**src/rtl/pi_seq_cntrl_pkg.sv**
```systemverilog
`default_nettype none
// ============================================================================
//  Module      : pi_seq_pkg
//  Description : Shared types and constants for the PI-control sequencer and
//                the ALU operand muxes (state encoding, operand select codes,
//                sensor-to-A2D-channel table).
//  Revision    : 1.0  initial release
// ============================================================================
package pi_seq_pkg;

    // Sequencer states, 4-bit encoding
    typedef enum logic [3:0] {
        S_IDLE   = 4'd0,
        S_SETTLE = 4'd1,
        S_CONV   = 4'd2,
        S_WAIT   = 4'd3,
        S_ACC    = 4'd4,
        S_INTG   = 4'd5,
        S_ICMP   = 4'd6,
        S_PCMP   = 4'd7,
        S_RHT0   = 4'd8,
        S_RHT1   = 4'd9,
        S_LFT0   = 4'd10,
        S_LFT1   = 4'd11,
        S_DONE   = 4'd12
    } state_t;

    // src1 operand select codes
    localparam logic [2:0] C_SRC1_ACCUM  = 3'd0;
    localparam logic [2:0] C_SRC1_ITERM  = 3'd1;
    localparam logic [2:0] C_SRC1_ERR    = 3'd2;
    localparam logic [2:0] C_SRC1_ERRDIV = 3'd3;
    localparam logic [2:0] C_SRC1_FWD    = 3'd4;

    // src0 operand select codes
    localparam logic [2:0] C_SRC0_A2D    = 3'd0;
    localparam logic [2:0] C_SRC0_INTGRL = 3'd1;
    localparam logic [2:0] C_SRC0_ICOMP  = 3'd2;
    localparam logic [2:0] C_SRC0_PCOMP  = 3'd3;
    localparam logic [2:0] C_SRC0_PTERM  = 3'd4;

    // Six IR sensors are converted per control cycle; index 5 is the last
    localparam logic [2:0] C_LAST_IDX = 3'd5;

    // A2D channel for each conversion index (index 0 in the low slot).
    // Even indices are right-side sensors, odd indices left-side sensors.
    localparam logic [5:0][2:0] C_CHAN = {3'd7, 3'd3, 3'd2, 3'd4, 3'd0, 3'd1};

    // Channel lookup guarded against indices past the table
    function automatic logic [2:0] chan_of(input logic [2:0] idx);
        logic [2:0] ch;
        ch = 3'd0;
        case (idx)
            3'd0:    ch = C_CHAN[0];
            3'd1:    ch = C_CHAN[1];
            3'd2:    ch = C_CHAN[2];
            3'd3:    ch = C_CHAN[3];
            3'd4:    ch = C_CHAN[4];
            3'd5:    ch = C_CHAN[5];
            default: ch = 3'd0;
        endcase
        return ch;
    endfunction

endpackage
`default_nettype wire

```
**src/rtl/pi_seq_cntrl.sv**
```systemverilog
`default_nettype none
// ============================================================================
//  Module      : pi_seq_cntrl
//  Description : Control-cycle sequencer for the shared PI ALU. Walks six
//                IR-sensor conversions through the A2D while accumulating a
//                weighted error, then schedules integral, I-term, P-term and
//                the two motor-duty computations through the ALU. Owns all
//                ALU control lines and the result registers feeding the
//                ALU operand muxes.
//  Revision    : 1.0  initial release
// ============================================================================
module pi_seq_cntrl
    import pi_seq_pkg::*;
#(
    parameter int SETTLE_CYC = 16,
    parameter int INT_DEC    = 4
) (
    input  logic        clk,
    input  logic        rst,
    input  logic        go,
    input  logic        cnv_cmplt,
    input  logic [15:0] dst,
    output logic        strt_cnv,
    output logic [2:0]  chnnl,
    output logic [2:0]  src1sel,
    output logic [2:0]  src0sel,
    output logic        mult2,
    output logic        mult4,
    output logic        sub,
    output logic        multiply,
    output logic        saturate,
    output logic [15:0] Accum,
    output logic [15:0] Pcomp,
    output logic [11:0] Error,
    output logic [11:0] Intgrl,
    output logic [11:0] Icomp,
    output logic [11:0] lft,
    output logic [11:0] rht,
    output logic        busy,
    output logic        done
);

    // Counter widths; a 1-bit counter is kept even when only one value is used
    localparam int C_SET_W = (SETTLE_CYC > 1) ? $clog2(SETTLE_CYC) : 1;
    localparam int C_DEC_W = (INT_DEC > 1) ? $clog2(INT_DEC) : 1;
    localparam logic [C_SET_W-1:0] C_SET_LAST = C_SET_W'(SETTLE_CYC - 1);
    localparam logic [C_DEC_W-1:0] C_DEC_LAST = C_DEC_W'(INT_DEC - 1);

    state_t               r_state;
    state_t               w_next_state;
    logic [2:0]           r_idx;
    logic [C_SET_W-1:0]   r_settle_cnt;
    logic [C_DEC_W-1:0]   r_dec_cnt;
    logic                 w_settle_done;
    logic                 w_last_sensor;
    logic                 w_intg_update;

    assign w_settle_done = (r_settle_cnt == C_SET_LAST);
    assign w_last_sensor = (r_idx == C_LAST_IDX);
    assign w_intg_update = (r_dec_cnt == C_DEC_LAST);

    // State register
    always_ff @(posedge clk) begin
        if (rst) begin
            r_state <= S_IDLE;
        end else begin
            r_state <= w_next_state;
        end
    end

    // Next-state logic and Moore decode of ALU controls / handshakes
    always_comb begin
        w_next_state = r_state;
        strt_cnv     = 1'b0;
        done         = 1'b0;
        src1sel      = 3'd0;
        src0sel      = 3'd0;
        mult2        = 1'b0;
        mult4        = 1'b0;
        sub          = 1'b0;
        multiply     = 1'b0;
        saturate     = 1'b0;
        busy         = (r_state != S_IDLE) && (r_state != S_DONE);

        case (r_state)
            S_IDLE: begin
                if (go) begin
                    w_next_state = S_SETTLE;
                end
            end
            S_SETTLE: begin
                if (w_settle_done) begin
                    w_next_state = S_CONV;
                end
            end
            S_CONV: begin
                strt_cnv     = 1'b1;
                w_next_state = S_WAIT;
            end
            S_WAIT: begin
                if (cnv_cmplt) begin
                    w_next_state = S_ACC;
                end
            end
            S_ACC: begin
                // Outer sensors carry more weight; left sensors subtract
                src1sel  = C_SRC1_ACCUM;
                src0sel  = C_SRC0_A2D;
                mult2    = (r_idx == 3'd2) || (r_idx == 3'd3);
                mult4    = (r_idx == 3'd4) || (r_idx == 3'd5);
                sub      = r_idx[0];
                saturate = w_last_sensor;
                w_next_state = w_last_sensor ? S_INTG : S_SETTLE;
            end
            S_INTG: begin
                src1sel      = C_SRC1_ERRDIV;
                src0sel      = C_SRC0_INTGRL;
                saturate     = 1'b1;
                w_next_state = S_ICMP;
            end
            S_ICMP: begin
                src1sel      = C_SRC1_ITERM;
                src0sel      = C_SRC0_INTGRL;
                multiply     = 1'b1;
                w_next_state = S_PCMP;
            end
            S_PCMP: begin
                src1sel      = C_SRC1_ERR;
                src0sel      = C_SRC0_PTERM;
                multiply     = 1'b1;
                w_next_state = S_RHT0;
            end
            S_RHT0: begin
                src1sel      = C_SRC1_FWD;
                src0sel      = C_SRC0_PCOMP;
                sub          = 1'b1;
                w_next_state = S_RHT1;
            end
            S_RHT1: begin
                src1sel      = C_SRC1_ACCUM;
                src0sel      = C_SRC0_ICOMP;
                sub          = 1'b1;
                saturate     = 1'b1;
                w_next_state = S_LFT0;
            end
            S_LFT0: begin
                src1sel      = C_SRC1_FWD;
                src0sel      = C_SRC0_PCOMP;
                w_next_state = S_LFT1;
            end
            S_LFT1: begin
                src1sel      = C_SRC1_ACCUM;
                src0sel      = C_SRC0_ICOMP;
                saturate     = 1'b1;
                w_next_state = S_DONE;
            end
            S_DONE: begin
                done         = 1'b1;
                w_next_state = S_IDLE;
            end
            default: begin
                w_next_state = S_IDLE;
            end
        endcase
    end

    // Settling delay after each channel change; clears itself on expiry
    always_ff @(posedge clk) begin
        if (rst) begin
            r_settle_cnt <= '0;
        end else if (r_state == S_SETTLE) begin
            if (w_settle_done) begin
                r_settle_cnt <= '0;
            end else begin
                r_settle_cnt <= r_settle_cnt + C_SET_W'(1);
            end
        end
    end

    // Sensor index and A2D channel select
    always_ff @(posedge clk) begin
        if (rst) begin
            r_idx <= 3'd0;
            chnnl <= 3'd0;
        end else if ((r_state == S_IDLE) && go) begin
            r_idx <= 3'd0;
            chnnl <= chan_of(3'd0);
        end else if ((r_state == S_ACC) && !w_last_sensor) begin
            r_idx <= r_idx + 3'd1;
            chnnl <= chan_of(r_idx + 3'd1);
        end
    end

    // Integral decimation: counts every INTG pass, wraps at INT_DEC
    always_ff @(posedge clk) begin
        if (rst) begin
            r_dec_cnt <= '0;
        end else if (r_state == S_INTG) begin
            if (w_intg_update) begin
                r_dec_cnt <= '0;
            end else begin
                r_dec_cnt <= r_dec_cnt + C_DEC_W'(1);
            end
        end
    end

    // Result registers, each captured at the closing edge of its ALU step
    always_ff @(posedge clk) begin
        if (rst) begin
            Accum  <= 16'h0000;
            Pcomp  <= 16'h0000;
            Error  <= 12'h000;
            Intgrl <= 12'h000;
            Icomp  <= 12'h000;
            lft    <= 12'h000;
            rht    <= 12'h000;
        end else begin
            case (r_state)
                S_IDLE: begin
                    if (go) begin
                        Accum <= 16'h0000;
                    end
                end
                S_ACC: begin
                    Accum <= dst;
                    if (w_last_sensor) begin
                        Error <= dst[11:0];
                    end
                end
                S_INTG: begin
                    if (w_intg_update) begin
                        Intgrl <= dst[11:0];
                    end
                end
                S_ICMP: Icomp <= dst[11:0];
                S_PCMP: Pcomp <= dst;
                S_RHT0: Accum <= dst;
                S_RHT1: rht   <= dst[11:0];
                S_LFT0: Accum <= dst;
                S_LFT1: lft   <= dst[11:0];
                default: begin
                end
            endcase
        end
    end

endmodule
`default_nettype wire

```
**config.mk**
```make
export PLATFORM = sky130hd
export DESIGN_NAME = pi_seq_cntrl
export DESIGN_NICKNAME = d
export VERILOG_FILES = /design/src/rtl/pi_seq_cntrl_pkg.sv /design/src/rtl/pi_seq_cntrl.sv
export SDC_FILE = /design/constraint.sdc
export NUM_CORES = 1
export LEC_CHECK = 0
export ABC_AREA = 0
export BUFFER_PORTS_ARGS = -buffer_cell sky130_fd_sc_hd__buf_4
export CAP_MARGIN = 10
export CORE_AREA = 4 4 94 96
export DETAILED_ROUTE_END_ITERATION = 10
export DIE_AREA = 0 0 98 100
export PLACE_DENSITY_LB_ADDON = 0.12
export SLEW_MARGIN = 25
export SYNTH_ARGS = -nofsm -noshare
export SYNTH_HDL_FRONTEND = slang
export SYNTH_SLANG_ARGS = --single-unit
```
**constraint.sdc**
```tcl
create_clock -name clk -period 4.5 [get_ports clk]
set_clock_uncertainty 0.15 [all_clocks]
set_input_delay 0 -clock clk [delete_from_list [all_inputs] [get_ports clk]]
set_output_delay 0 -clock clk [all_outputs]
set_load 0.05 [all_outputs]
```
; ---- Word-level counts from Yosys, hierarchy flattened
; Index checks and enable logic that the tools add are counted.
[totals]
regBits = 108
inputBits = 20
out_inout_bits = 109
wordCells = 86
[classes]
addsub = 3
eq_ne = 26
n_mux = 21
reduce_logical = 23
[op_table]
columns = operator, count
row1 = one-hot mux 4 bit (12 select lines), 1
row2 = one-hot mux 16 bit (2 select lines), 1
row3 = equality test 4 bit (second input constant), 6
row4 = one-hot mux 3 bit (4 select lines), 2
row5 = equality test 4 x 3 -> 1 bit (second input constant), 4
row6 = two-way mux 16 bit, 1
row7 = two-way mux 4 bit, 4
row8 = one-hot mux 3 bit (5 select lines), 1
row9 = equality test 3 x 2 -> 1 bit (second input constant), 4
row10 = equality test 3 bit (second input constant), 4
row11 = OR reduction 2 bit, 6
row12 = equality test 4 x 2 -> 1 bit (second input constant), 2
row13 = two-way mux 1 bit, 7
row14 = inequality test 2 bit (second input constant), 3
row15 = AND reduction 2 bit, 3
row16 = OR reduction 3 bit, 2
row17 = adder 4 x 1 -> 4 bit (second input constant), 1
row18 = equality test 4 x 1 -> 1 bit (second input constant), 1
row19 = zero test 4 bit, 1
row20 = inequality test 4 bit (second input constant), 1
row21 = one-hot mux 1 bit (2 select lines), 2
row22 = nonzero test 2 bit, 2
row23 = nonzero test 4 bit, 1
row24 = adder 3 x 1 -> 3 bit (second input constant), 1
row25 = other kinds (9), 12

; ---- Logic depth before layout (Yosys ltp)
[logic_depth]
depth_word = 5
ltp_mapped = 7
depth_no_buf = 6

; ---- Least setup slack after synthesis
; No wires, ideal clock.
[synth_path]
kind = reg2out
startpoint = reg r_state[1]
endpoint = out src0sel[0]
arrival_ps = 2067
slack_ps = 2283
stages_incl_launch_ff = 6
path_buffers = 2
cell_sequence = dfxtp_1 -> buf_2 -> buf_2 -> nand2b_1 -> a21oi_1 -> or2_1
[synth_via]
elab_chain_cells = 3
elab_cells_between_ends = 11
[synth_lines]
columns = item, line_no
row1 = from (decl), pi_seq_cntrl.sv:49  ; state_t r_state;
row2 = from (signal assigned), pi_seq_cntrl.sv:67  ; r_state <= w_next_state;
row3 = equality test 4 bit or equality test 4 x 3 -> 1 bit (tied branches), pi_seq_cntrl.sv:85  ; case (r_state)
row4 = OR reduction 2 bit (no line), -
row5 = one-hot mux 3 bit (4 select lines) *, pi_seq_cntrl.sv:85
row6 = to (decl), pi_seq_cntrl.sv:26  ; output logic [2:0] src0sel,
; Mark *: on every way between the ends. The rest lies on a longest branch, timed or not.

; ---- Final worst setup path
[layout_path]
startpoint = reg r_state[2]
endpoint = out src0sel[2]
; Same word-level chain as after synthesis.

==> reports/qor.yml <==
outcome: "finished with violations"
maxCapViolations: 0
nets: 665
clkPwrFrac: 0.272
die_h_um: 100
peakVddDrop_uv: 213
numClockSinks: 108
p_sw_frac: 0.306
design.core.area_mm2: 0.00805
finalSetupTns_ns: 0
die_x_um: 98
period_share: 0.628
clk_latency_ns: 0.35
root_buffer: "clkbuf_8"
synthFlopType: "dfxtp_1"
hold_ws_ns: -0.00231
detail_route.wl_per_cell_um: 15.4
avgSynthCellArea_um2: 8.35
area_growth_pct: 29.0
end_kind: "output port"
routed_wl_mm: 11.5
place_inst: 713
dpl.hpwl_mm: 7.98
vias: 3877
grt_antenna_before_repair: 0
violations: "negative hold slack"
grt_max_degree: 107
ys_seq_elements: 108
fin_cells: 746
grt_pass1_vias: 3507
drv_slew: 0
p_int_w: 0.00127
multi_input_area_mm2: 0.00192
initial_core_util: 0.534
worstSetupPathType: "register to output port"
ys_warn_count: 0
worstMarginPinSlew_ns: 0.876
syn_nets: 543
fp-row-count: 33
fillers: 659
p_sw_w: 0.000562
final_hold_viol_count: 2
numCtsBuffers: 9
rsz0062_at_grt: "false"
htreeDepth: 3
drc: 0
post_cts_buffers: 0
p_per_area_mw_per_mm2: 331
track_usage: 0.228
synth.cell_area_mm2: 0.00430
hold_class: "input pin to register"
gp_congestion: 0.807
via_per_inst: 5.20
drive_gt1_frac: 0.234
cp-start-kind: "register"
relSlewSlack: 0.415
seqCellArea_mm2: 0.00216
setup_violations: 0
die_area_mm2: 0.00980
portBuffers: 128
cp_max_fo: 18
cts_buffer_depth: 2
ioPinCount: 129
yosysSeqAreaShare: 0.503
fmax_mhz: 354
diodes: 0
synth-async-reset-ratio: 0
finalWorstPathRequiredPeriod_ns: 2.83
ant_nets: 0
clk_pin_slew_ns: 0.10
dr.first_iter.drc_count: 203
p_leak_nw: 2.28
synthCells: 515
synth-edff-count: 0
grt_pass1_wl_mm: 17.9
cts-resized-gates: 0
yosysUniqueCellTypes: 40
grt_overflow: 0
cts_hold_buf: 17
seqPwrFrac: 0.565
cts_tree: "done"
arrival_ns: 2.68
drt_first_pass_iters: 4
post-route-util: 0.689
power_frac_comb: 0.163
required_ns: 4.35
==> per-layer routing <==
| layer | vias to the layer above | global-route usage | share of wire |
|---|---|---|---|
| met2 | 133 | 0.362 | 0.47 |
| met1 | 1783 | 0.291 | 0.43 |
| met4 | 0 | 0.0831 | 0.011 |
| li1 | 1949 | - | - |
| met5 | - | 0 | 0 |
| met3 | 12 | 0.0757 | 0.098 |
==> worst max-delay path: stages, from the launching register on <==
cell	delay, ns
dfxtp_1	0.60
nor2b_1	0.56
nand3_2	0.45
inv_2	0.44
buf_4	0.27
==> registers in the layout, indices dropped and copies added (netlist names) <==
| signal | cells |
|---|---|
| chnnl | 3 |
| r_dec_cnt | 2 |
| Pcomp | 16 |
| Accum | 16 |
| Icomp | 12 |
| rht | 12 |
| r_idx | 3 |
| r_state | 4 |
| Intgrl | 12 |
| r_settle_cnt | 4 |
| lft | 12 |
| Error | 12 |
==> area by class of cell <==
cell class	count	area share
repair buffers	147	0.208
flip-flops and latches	108	0.390
clock buffers	11	0.0237
multi-input cells	365	0.346
well taps	105	0.0237
clock inverters	4	0.00496
inverters	6	0.00406
==> power by group through the flow <==
stage,combinational [W],clock [W],sequential [W]
final,0.000300,0.000499,0.00104
after global routing,0.000323,0.000551,0.00105
after CTS,0.000299,0.000510,0.00104
after detailed placement,0.000287,0,0.00106
after global placement,0.000280,0,0.00105
after floorplan,0.000252,0,0.00102
==> cells in the mapped netlist (2+ instances only) <==
library cell | number | share of area
a211oi_1 | 2 | 0.0035
buf_6 | 4 | 0.010
inv_1 | 4 | 0.0035
buf_4 | 4 | 0.0070
inv_2 | 2 | 0.0017
nor2b_1 | 3 | 0.0044
nand3_1 | 23 | 0.027
ha_1 | 8 | 0.023
mux2i_1 | 27 | 0.063
nand2b_1 | 7 | 0.010
dfxtp_1 | 108 | 0.50
a21oi_1 | 81 | 0.094
o21ai_1 | 2 | 0.0023
xnor2_1 | 2 | 0.0041
clkbuf_1 | 16 | 0.014
o22ai_1 | 2 | 0.0029
a21o_1 | 2 | 0.0035
nor3_1 | 7 | 0.0081
nor2_1 | 37 | 0.032
or3_1 | 3 | 0.0044
nand2_1 | 138 | 0.12
buf_2 | 12 | 0.014
o21ai_0 | 4 | 0.0047
==> placed cells by master, fill, tap and decap left out, types with 7 or more instances in the layout <==
cell           count
a21oi_1           81
buf_4            128
clkbuf_8           9
dfxtp_1          108
dlygate4sd3_1     17
ha_1               8
mux2i_1           27
nand2_1          138
nand2b_1           7
nand3_1           23
nor2_1            37
nor3_1             7
==> final timing paths <==
path / slack [ns] / to / start / cells past startpoint
setup / recovery: 1.67 / src0sel[2] / r_state[2] / 4
hold / removal: -0.002 / r_settle_cnt[2] / rst / 2
setup reg to reg: 1.72 / Intgrl[0] / r_state[0] / 4
hold reg to reg: 0.31 / rht[3] / rht[3] / 2
==> through the flow <==
stage | setup WS, ns | power [W] | cell area, um^2
6_report | 1.67 | 0.00184 | 5550
3_5_place_dp | 1.77 | 0.00135 | 5210
2_1_floorplan | 2.28 | 0.00128 | 4300
3_3_place_gp | 1.90 | 0.00133 | 5210
5_1_grt | 1.50 | 0.00192 | 5550
4_1_cts | 1.68 | 0.00185 | 5540
==> logic make-up after synthesis <==
kind of cell / share of synthesized area
simple gates: 0.230
flops: 0.503
compound gates: 0.125
buf+inv: 0.0506
mux: 0.0628
fa+ha+maj: 0.0233
xor+xnor: 0.00611
(Power assumes the default switching activity.)
